`src/rtl/ex_mem_stage_pkg.sv`:
```
// Shared pipeline-latch definitions: stall encodings, NOP constants and the
// stage-action decode used by every EX/MEM-style boundary register.
package ex_mem_stage_pkg;

  localparam int DEF_DATA_W  = 32;
  localparam int DEF_ADDR_W  = 5;
  localparam int DEF_STALL_W = 6;

  localparam logic STOP   = 1'b1;
  localparam logic NOSTOP = 1'b0;

  localparam logic [DEF_ADDR_W-1:0] NOP_REG_ADDR = '0;
  localparam logic [DEF_DATA_W-1:0] ZERO_WORD    = '0;

  typedef enum logic [1:0] {
    FLUSH,
    BUBBLE,
    HOLD,
    ADVANCE
  } stage_action_e;

  // The illegal "consumer stalled, producer running" case folds into HOLD.
  function automatic stage_action_e decode_action(input logic flush,
                                                  input logic upStall,
                                                  input logic dnStall);
    if (flush)                                     return FLUSH;
    if (upStall == STOP && dnStall == NOSTOP)      return BUBBLE;
    if (upStall == STOP || dnStall == STOP)        return HOLD;
    return ADVANCE;
  endfunction

endpackage

```
`src/rtl/ex_mem_stage_sat_counter.sv`:
```
// Saturating up-counter with synchronous clear; clear wins over increment.
module sat_counter #(
  parameter int W = 16
) (
  input  logic         clk,
  input  logic         rst,
  input  logic         inc_i,
  input  logic         clr_i,
  output logic [W-1:0] cnt_o
);

  logic [W-1:0] cnt_q, cnt_d;

  always_comb begin
    cnt_d = cnt_q;
    if (clr_i)
      cnt_d = '0;
    else if (inc_i && (cnt_q != {W{1'b1}}))
      cnt_d = cnt_q + 1'b1;
  end

  always_ff @(posedge clk or posedge rst) begin
    if (rst) cnt_q <= '0;
    else     cnt_q <= cnt_d;
  end

  assign cnt_o = cnt_q;

endmodule

```
`src/rtl/ex_mem_stage.sv`:
```
// EX/MEM pipeline boundary register with flush, multi-cycle accumulator
// feedback across stalls, and saturating bubble/hold performance counters.
module ex_mem_stage
  import ex_mem_stage_pkg::*;
#(
  parameter int DATA_W  = DEF_DATA_W,
  parameter int ADDR_W  = DEF_ADDR_W,
  parameter int CNT_W   = 2,
  parameter int STALL_W = DEF_STALL_W,
  parameter int UP_IDX  = 3,
  parameter int DN_IDX  = 4,
  parameter int PERF_W  = 16
) (
  input  logic                clk,
  input  logic                rst,
  input  logic [STALL_W-1:0]  stall,
  input  logic                flush,
  input  logic                perf_clr,
  input  logic                ex_valid_i,
  input  logic [ADDR_W-1:0]   ex_waddr_reg_i,
  input  logic                ex_we_reg_i,
  input  logic [DATA_W-1:0]   ex_wdata_i,
  input  logic [DATA_W-1:0]   ex_hi_i,
  input  logic [DATA_W-1:0]   ex_lo_i,
  input  logic                ex_whilo_i,
  input  logic [2*DATA_W-1:0] ex_hilo_tmp_i,
  input  logic [CNT_W-1:0]    ex_cnt_i,
  output logic                mem_valid_o,
  output logic [ADDR_W-1:0]   mem_waddr_reg_o,
  output logic                mem_we_reg_o,
  output logic [DATA_W-1:0]   mem_wdata_o,
  output logic [DATA_W-1:0]   mem_hi_o,
  output logic [DATA_W-1:0]   mem_lo_o,
  output logic                mem_whilo_o,
  output logic [2*DATA_W-1:0] hilo_tmp_o,
  output logic [CNT_W-1:0]    cnt_o,
  output logic [PERF_W-1:0]   bubble_cnt_o,
  output logic [PERF_W-1:0]   hold_cnt_o
);

  stage_action_e action;

  logic                valid_q, valid_d;
  logic [ADDR_W-1:0]   waddr_q, waddr_d;
  logic                we_q, we_d;
  logic [DATA_W-1:0]   wdata_q, wdata_d;
  logic [DATA_W-1:0]   hi_q, hi_d;
  logic [DATA_W-1:0]   lo_q, lo_d;
  logic                whilo_q, whilo_d;
  logic [2*DATA_W-1:0] hiloTmp_q, hiloTmp_d;
  logic [CNT_W-1:0]    cnt_q, cnt_d;
  logic                bubbleInc, holdInc;
  logic                unusedStallBits;

  assign action          = decode_action(flush, stall[UP_IDX], stall[DN_IDX]);
  assign unusedStallBits = ^stall;

  always_comb begin
    valid_d   = valid_q;
    waddr_d   = waddr_q;
    we_d      = we_q;
    wdata_d   = wdata_q;
    hi_d      = hi_q;
    lo_d      = lo_q;
    whilo_d   = whilo_q;
    hiloTmp_d = hiloTmp_q;
    cnt_d     = cnt_q;
    bubbleInc = 1'b0;
    holdInc   = 1'b0;

    // FLUSH and BUBBLE both present a NOP to MEM; they differ only in
    // whether the EX accumulator state is kept alive.
    if (action == FLUSH || action == BUBBLE) begin
      valid_d = 1'b0;
      waddr_d = ADDR_W'(NOP_REG_ADDR);
      we_d    = 1'b0;
      wdata_d = DATA_W'(ZERO_WORD);
      hi_d    = DATA_W'(ZERO_WORD);
      lo_d    = DATA_W'(ZERO_WORD);
      whilo_d = 1'b0;
    end

    case (action)
      FLUSH: begin
        hiloTmp_d = '0;
        cnt_d     = '0;
      end
      BUBBLE: begin
        hiloTmp_d = ex_hilo_tmp_i;
        cnt_d     = ex_cnt_i;
        bubbleInc = 1'b1;
      end
      HOLD: begin
        holdInc = 1'b1;
      end
      ADVANCE: begin
        valid_d   = ex_valid_i;
        waddr_d   = ex_waddr_reg_i;
        we_d      = ex_valid_i & ex_we_reg_i;
        wdata_d   = ex_wdata_i;
        hi_d      = ex_hi_i;
        lo_d      = ex_lo_i;
        whilo_d   = ex_valid_i & ex_whilo_i;
        hiloTmp_d = '0;
        cnt_d     = '0;
      end
      default: ;
    endcase
  end

  always_ff @(posedge clk or posedge rst) begin
    if (rst) begin
      valid_q   <= 1'b0;
      waddr_q   <= ADDR_W'(NOP_REG_ADDR);
      we_q      <= 1'b0;
      wdata_q   <= '0;
      hi_q      <= '0;
      lo_q      <= '0;
      whilo_q   <= 1'b0;
      hiloTmp_q <= '0;
      cnt_q     <= '0;
    end else begin
      valid_q   <= valid_d;
      waddr_q   <= waddr_d;
      we_q      <= we_d;
      wdata_q   <= wdata_d;
      hi_q      <= hi_d;
      lo_q      <= lo_d;
      whilo_q   <= whilo_d;
      hiloTmp_q <= hiloTmp_d;
      cnt_q     <= cnt_d;
    end
  end

  sat_counter #(.W(PERF_W)) u_bubble_cnt (
    .clk   (clk),
    .rst   (rst),
    .inc_i (bubbleInc),
    .clr_i (perf_clr),
    .cnt_o (bubble_cnt_o)
  );

  sat_counter #(.W(PERF_W)) u_hold_cnt (
    .clk   (clk),
    .rst   (rst),
    .inc_i (holdInc),
    .clr_i (perf_clr),
    .cnt_o (hold_cnt_o)
  );

  assign mem_valid_o     = valid_q;
  assign mem_waddr_reg_o = waddr_q;
  assign mem_we_reg_o    = we_q;
  assign mem_wdata_o     = wdata_q;
  assign mem_hi_o        = hi_q;
  assign mem_lo_o        = lo_q;
  assign mem_whilo_o     = whilo_q;
  assign hilo_tmp_o      = hiloTmp_q;
  assign cnt_o           = cnt_q;

endmodule

```
`config.mk`:
```
export PLATFORM = sky130hd
export DESIGN_NAME = ex_mem_stage
export DESIGN_NICKNAME = d
export VERILOG_FILES = /design/src/rtl/ex_mem_stage_pkg.sv /design/src/rtl/ex_mem_stage_sat_counter.sv /design/src/rtl/ex_mem_stage.sv
export SDC_FILE = /design/constraint.sdc
export NUM_CORES = 1
export LEC_CHECK = 0
export CAP_MARGIN = 5
export CORE_MARGIN = 8
export CORE_UTILIZATION = 37
export CTS_CLUSTER_DIAMETER = 120
export DETAILED_ROUTE_END_ITERATION = 12
export HOLD_SLACK_MARGIN = 0.08
export MAX_ROUTING_LAYER = met4
export PLACE_DENSITY = 0.85
export SLEW_MARGIN = 40
export SYNTH_ARGS = -nofsm -noshare
export SYNTH_HDL_FRONTEND = slang
export SYNTH_SLANG_ARGS = --single-unit
```
`constraint.sdc`:
```
create_clock -name clk -period 6.7 [get_ports clk]
set_input_delay 1.005 -clock clk [delete_from_list [all_inputs] [get_ports clk]]
set_output_delay 1.005 -clock clk [all_outputs]
set_load 0.02 [all_outputs]
```
==> impl_metrics.csv, run 1 <==
group,metric,value,unit
routing,antenna_violating_nets_post_route,0,
hold_path,worst_hold_path.num_cells,1,
routing,detail_route.iter0.violations,315,
power_and_ir_drop,pwr_density_cell,239,mW/mm^2
cts,number_of_hold_buffers_added_after_cts,0,
synth,synth_flop_cell,"dfrtp_1",
sta,final.period_utilization,51.5,%
global_route,antenna_found_initial,1,
routing,route.final.wire_length,26900,um
sta,slew_headroom,51.4,%
floorplan,floorplan.rows,53,
floorplan,chipHeight,161,um
hold_path,holdCritPathClass,"flop to flop",
global_route,grtUsageTotal,20.4,%
cts,clock_sink_count,202,
flow_run,maxCapViolCount,0,
global_route,top_usage_layer,"met2",
placed_design,dp_worst_setup_slack,2730,ps
cts,clockRootBuffer,"clkbuf_16",
floorplan,die_width,161,um
synth,yosysUniqueCellTypes,42,
sta,setup-tns-final,0,ps
routing,drt_drc_violations_left,0,
worst_setup_path,crit_arrival,3880,ps
synth,synthesis.yosys.warnings,0,
worst_setup_path,worstRegToRegCells,4,
synth,synth-seq-area-share,64.9,%
floorplan,io_pins,382,
power_and_ir_drop,p_leak,0.00539,uW
floorplan,die_area,0.0259,mm^2
placed_design,detailed_place_hpwl,19500,um
cts,postCtsSetupRepairBufs,0,
synth,synth.cell_area,0.00778,mm^2
worst_setup_path,startpoint_type,"primary input",
routing,routedWlPerCell,21.6,um
sta,fin_crit,3450,ps
global_route,met3_track_usage_gr,7.20,%
synth,async_reset_ff_share,100,%
run_status,outcome,"finished clean",
synth,postSynthCellCount,587,
routing,avgViaCountPerCell,5.33,
floorplan,core_region_area,0.0208,mm^2
synth,synth_nets,770,
sta,slew_violations,0,
cts,clock_tree.htree_level_count,1,
worst_setup_path,setup.worst_path.end_class,"flop",
cts,path_clk_slew,60,ps
cells_and_area,layout.cells.most_common_list,"clkdlybuf4s50_1, dfrtp_1, a22o_1, clkbuf_16, a21oi_1",
global_route,global_route.overflow_total,0,
cts,cts_inserted_buffers,22,
cts,clock_latency,500,ps
global_route,grt_use_met2,33.9,%
sta,skew,5.57,ps
sta,rsz_0062_raised_after_global_routing,"no",
worst_setup_path,crit_path_max_fanout,70,
power_and_ir_drop,max-vdd-ir-drop,0.000185,V
sta,layout_setup_ws,3250,ps
cts,clock_path_buffers,3,
cells_and_area,nNetsFinal,1136,
routing,detail_route.first_pass.iterations,4,
global_route,first_global_vias,7188,
global_route,grt_max_degree,84,
global_route,grt_first_pass_wirelength,41400,um
placed_design,place.port_buffers,377,
synth,synth-edff-count,0,
worst_setup_path,critPathKind,"primary input to flop",
cells_and_area,drive_above_1_share,6.71,%
floorplan,initial_standard_cell_utilization_of_the_core,37.4,%
cells_and_area,fill_cells,1677,
cells_and_area,synthesis_to_layout_area_growth,61.5,%
sta,worst_pin_slew,729,ps
sta,timing.final.hold_violations,0,
global_route,grtUsageMet1,23.1,%
worst_setup_path,critPathRequiredTime,7130,ps
cells_and_area,layout.cells.most_common,"clkdlybuf4s50_1",
routing,num_vias,6632,
worst_setup_path,worst-r2r-setup-slack,4670,ps
synth,postSynthAreaPerCell,13.3,um^2
sta,total_of_endpoints_with_negative_setup_slack_in_the_final_report,0,
synth,ys_seq_elements,202,
placed_design,gp_congestion,0.872,
cts,tritoncts,"built",
cts,postCtsResizedCells,0,
sta,maxClockFrequency,290,MHz
power breakdown:
group          switching (uW)  total (uW)  internal, uW
registers                40.8        1330          1280
clock network             489        1190           699
logic                     231         485           254
total                     762        3000          2240
cell usage after synthesis, types with 4 or more instances:
library cell  count  area [um^2]
nand3_1          10         50.1
dfrtp_1         202         5050
o41ai_1           4         35.0
o31ai_1           9         67.6
inv_1             9         33.8
clkbuf_1         35          131
o21ai_0           8         40.0
nand2_1          17         63.8
mux2_2            8         90.1
or4_1             9         67.6
a21oi_1          22          110
buf_2             6         30.0
a22o_1          167         1460
nor4_1            4         25.0
nor2_1           15         56.3
nand4_1           9         56.3
or3_1             6         37.5
nor3_1            6         30.0
nor2b_1           7         43.8
registers in the layout, indices dropped and copies added (netlist names):
register / cells
mem_whilo_o: 1
mem_valid_o: 1
mem_wdata_o: 32
cnt_o: 2
mem_waddr_reg_o: 5
hilo_tmp_o: 64
u_hold_cnt.cnt_o: 16
mem_lo_o: 32
u_bubble_cnt.cnt_o: 16
mem_we_reg_o: 1
mem_hi_o: 32
cell families (layout without fill, tap and decap cells):
family | count (synthesis) | after routing | share of synthesized area [%]
XOR/XNOR | 1 | 1 | 0.113
AO/OA/AOI/OAI | 220 | 220 | 23.2
other | 0 | 1 | 0
multiplexers | 10 | 10 | 1.41
flip-flops | 202 | 202 | 64.9
buffers and inverters | 53 | 434 | 2.65
adder cells (fa/ha/maj) | 3 | 3 | 0.482
AND/OR/NAND/NOR | 98 | 98 | 7.20
metal layers:
layer  up-vias  wire [um]
met5         -          0
met1      3306      10200
li1       2998          -
met4         0        679
met2       284      13600
met3        44       2450
path summary, 6_finish.rpt:
kind | from | endpoint
max | stall[4] | mem_we_reg_o
min | mem_whilo_o | mem_whilo_o
max reg2reg | u_bubble_cnt.cnt_o[8] | u_bubble_cnt.cnt_o[13]
min reg2reg | mem_whilo_o | mem_whilo_o
max in group asynchronous | rst | mem_wdata_o[7]
min in group asynchronous | rst | mem_hi_o[8]
worst max-delay path, cell delays in order:
cell             delay [ps]
clkdlybuf4s50_1         530
nor2_1                  260
inv_1                   130
ha_4                    350
nor3_2                  250
buf_4                   380
buf_4                   660
a32o_1                  260
per-stage QoR:
stage / hold WS (ps) / utilization [%] / total power (uW) / cells / instance area [um^2]
final: 492 / 60.4 / 3000 / 1244 / 12600
after global routing: 506 / 60.4 / 3120 / 1244 / 12600
after CTS: 494 / 60.3 / 3030 / 1243 / 12600
after detailed placement: 477 / 56.9 / 1830 / 1204 / 11900
after global placement: 473 / 56.8 / 1820 / 1203 / 11800
after floorplan: 593 / - / 1540 / 587 / 7780
area by class of cell:
class | instances | area (um^2) | area share (%)
diodes | 1 | 2.50 | 0.0199
clock buffers | 30 | 632 | 5.03
clock inverters | 9 | 78.8 | 0.627
inverters | 9 | 41.3 | 0.328
multi-input cells | 332 | 2550 | 20.3
flip-flops and latches | 202 | 5050 | 40.2
well taps | 275 | 344 | 2.74
repair buffers | 386 | 3860 | 30.7
No activity file was read; power rests on OpenSTA's default activity.
==> run 2: changes to the inputs <==
--- a/config.mk
+++ b/config.mk
@@ -7,12 +7,12 @@
 export LEC_CHECK = 0
 export CAP_MARGIN = 5
 export CORE_MARGIN = 8
-export CORE_UTILIZATION = 37
+export CORE_UTILIZATION = 41
 export CTS_CLUSTER_DIAMETER = 120
 export DETAILED_ROUTE_END_ITERATION = 12
 export HOLD_SLACK_MARGIN = 0.08
 export MAX_ROUTING_LAYER = met4
-export PLACE_DENSITY = 0.85
+export PLACE_DENSITY = 0.89
 export SLEW_MARGIN = 40
 export SYNTH_ARGS = -nofsm -noshare
 export SYNTH_HDL_FRONTEND = slang
==> constraint.sdc (replaced) <==
create_clock -name clk -period 3.5 [get_ports clk]
set_input_delay 0.525 -clock clk [delete_from_list [all_inputs] [get_ports clk]]
set_output_delay 0.525 -clock clk [all_outputs]
set_load 0.02 [all_outputs]
==> run 2 against run 1 <==
Cell area up 0.63%. Sequential share of layout area down 0.25 points. Register-to-register slack worse by 3400 ps. Via count up 0.53%. Count of clock-buffer cells in the layout down 1. Utilization up 7.5 points. Worst setup slack worse by 2000 ps. Critical path depth down 2. Global-route usage up 2.2 points. Power up 100%.
==> impl_metrics.csv, run 2 (same netlist as run 1, synthesis figures left out) <==
group,metric,value,unit
worst_setup_path,crit_path_max_fanout,74,
floorplan,die_area,0.0237,mm^2
cells_and_area,fill_cells,1298,
routing,detail_route.first_pass.iterations,4,
cts,postCtsSetupRepairBufs,0,
cells_and_area,layout.cells.most_common,"clkdlybuf4s50_1",
floorplan,initial_standard_cell_utilization_of_the_core,41.8,%
cts,clock_tree.htree_level_count,1,
cts,clock_sink_count,202,
cells_and_area,largest_register_ffs,64,
placed_design,gp_congestion,0.861,
sta,slew_headroom,44.3,%
placed_design,place.port_buffers,377,
global_route,first_global_vias,7280,
worst_setup_path,critPathRequiredTime,3920,ps
flow_run,maxCapViolCount,0,
placed_design,detailed_place_hpwl,19800,um
cells_and_area,nNetsFinal,1138,
floorplan,die_width,154,um
sta,skew,10.7,ps
cts,cts_inserted_buffers,23,
sta,slew_violations,0,
worst_setup_path,worst-r2r-setup-slack,1300,ps
routing,routedWlPerCell,22.6,um
floorplan,core_region_area,0.0186,mm^2
worst_setup_path,setup.worst_path.end_class,"flop",
floorplan,chipHeight,154,um
power_and_ir_drop,pwr_density_cell,474,mW/mm^2
cts,postCtsResizedCells,0,
cts,number_of_hold_buffers_added_after_cts,0,
cells_and_area,final_util,67.9,%
routing,num_vias,6667,
sta,setup-tns-final,0,ps
power_and_ir_drop,p_leak,0.00545,uW
sta,maxClockFrequency,438,MHz
worst_setup_path,critPathKind,"primary input to flop",
global_route,grt_max_degree,105,
sta,worst_pin_slew,836,ps
sta,final.period_utilization,65.2,%
cts,clock_latency,500,ps
global_route,global_route.overflow_total,0,
run_status,outcome,"finished clean",
global_route,grtUsageTotal,22.7,%
routing,avgViaCountPerCell,5.54,
floorplan,floorplan.rows,50,
routing,detail_route.iter0.violations,418,
cts,path_clk_slew,60,ps
cells_and_area,synthesis_to_layout_area_growth,62.5,%
cts,clock_path_buffers,3,
global_route,grt_first_pass_wirelength,41500,um
floorplan,io_pins,382,
cts,tritoncts,"built",
hold_path,holdCritPathClass,"primary input to async pin",
sta,fin_crit,2280,ps
cts,clockRootBuffer,"clkbuf_16",
global_route,antenna_found_initial,0,
routing,drt_drc_violations_left,0,
cells_and_area,layout.cells.most_common_list,"clkdlybuf4s50_1, dfrtp_1, a22o_1, clkbuf_16, a21oi_1",
worst_setup_path,crit_arrival,2700,ps
sta,rsz_0062_raised_after_global_routing,"no",
power_and_ir_drop,max-vdd-ir-drop,0.000317,V
sta,timing.final.hold_violations,0,
cells_and_area,drive_above_1_share,7.11,%
routing,antenna_violating_nets_post_route,0,
cells_and_area,num_antenna_cells,0,
sta,total_of_endpoints_with_negative_setup_slack_in_the_final_report,0,
routing,route.final.wire_length,27200,um
worst_setup_path,startpoint_type,"primary input",
## run 2: cell types whose count changed in the layout (fill, tap and decap cells not counted), sizes merged
cell | previous run | this run
bufinv | 1 | 4
buf | 9 | 10
clkbuf | 30 | 29
clkinvlp | 2 | 1
diode | 1 | 0
## run 2: through the flow
step	instance area [um^2]	hold WS [ps]	cells	power (uW)	setup slack, ps
final	12700	484	1204	6000	1220
after CTS	12700	486	1204	6060	1280
after global routing	12700	516	1204	6230	1170
after global placement	11800	472	1164	3490	842
after floorplan	7790	593	587	2950	359
after detailed placement	11900	484	1164	3520	786
## run 2: routing by layer
layer,GRT usage [%],share of wire (%),up-vias
met2,38.7,52,327
met1,24.7,36,3282
met4,9.01,3.7,0
met3,6.53,8.3,61
li1,-,-,2997
met5,-,0,-
## run 2: final cells by class
class / instances / area [um^2] / area share [%]
clock buffers: 29 / 638 / 5.04
clock inverters: 11 / 163 / 1.29
inverters: 9 / 37.5 / 0.297
multi-input cells: 332 / 2550 / 20.2
flip-flops and latches: 202 / 5050 / 40.0
well taps: 234 / 293 / 2.31
repair buffers: 387 / 3910 / 30.9
## run 2: worst max-delay path, cell delays in order
cell	delay [ps]
clkdlybuf4s50_1	630
inv_1	70
a21oi_1	250
ha_4	230
buf_4	620
a22o_1	290
## run 2: path summary, 6_finish.rpt
check,start,end,cells past startpoint
worst max-delay path,stall[4],mem_wdata_o[5],6
worst min-delay path,rst,hilo_tmp_o[50],2
worst max register to register,u_hold_cnt.cnt_o[8],u_hold_cnt.cnt_o[0],5
worst min register to register,mem_whilo_o,mem_whilo_o,1
max in group asynchronous,rst,mem_lo_o[12],3
min in group clk,mem_whilo_o,mem_whilo_o,1
## run 2: where the power goes
group	switching [uW]	internal, uW	total, uW
clock	943	1580	2520
sequential	80.9	2460	2540
combinational	442	491	933
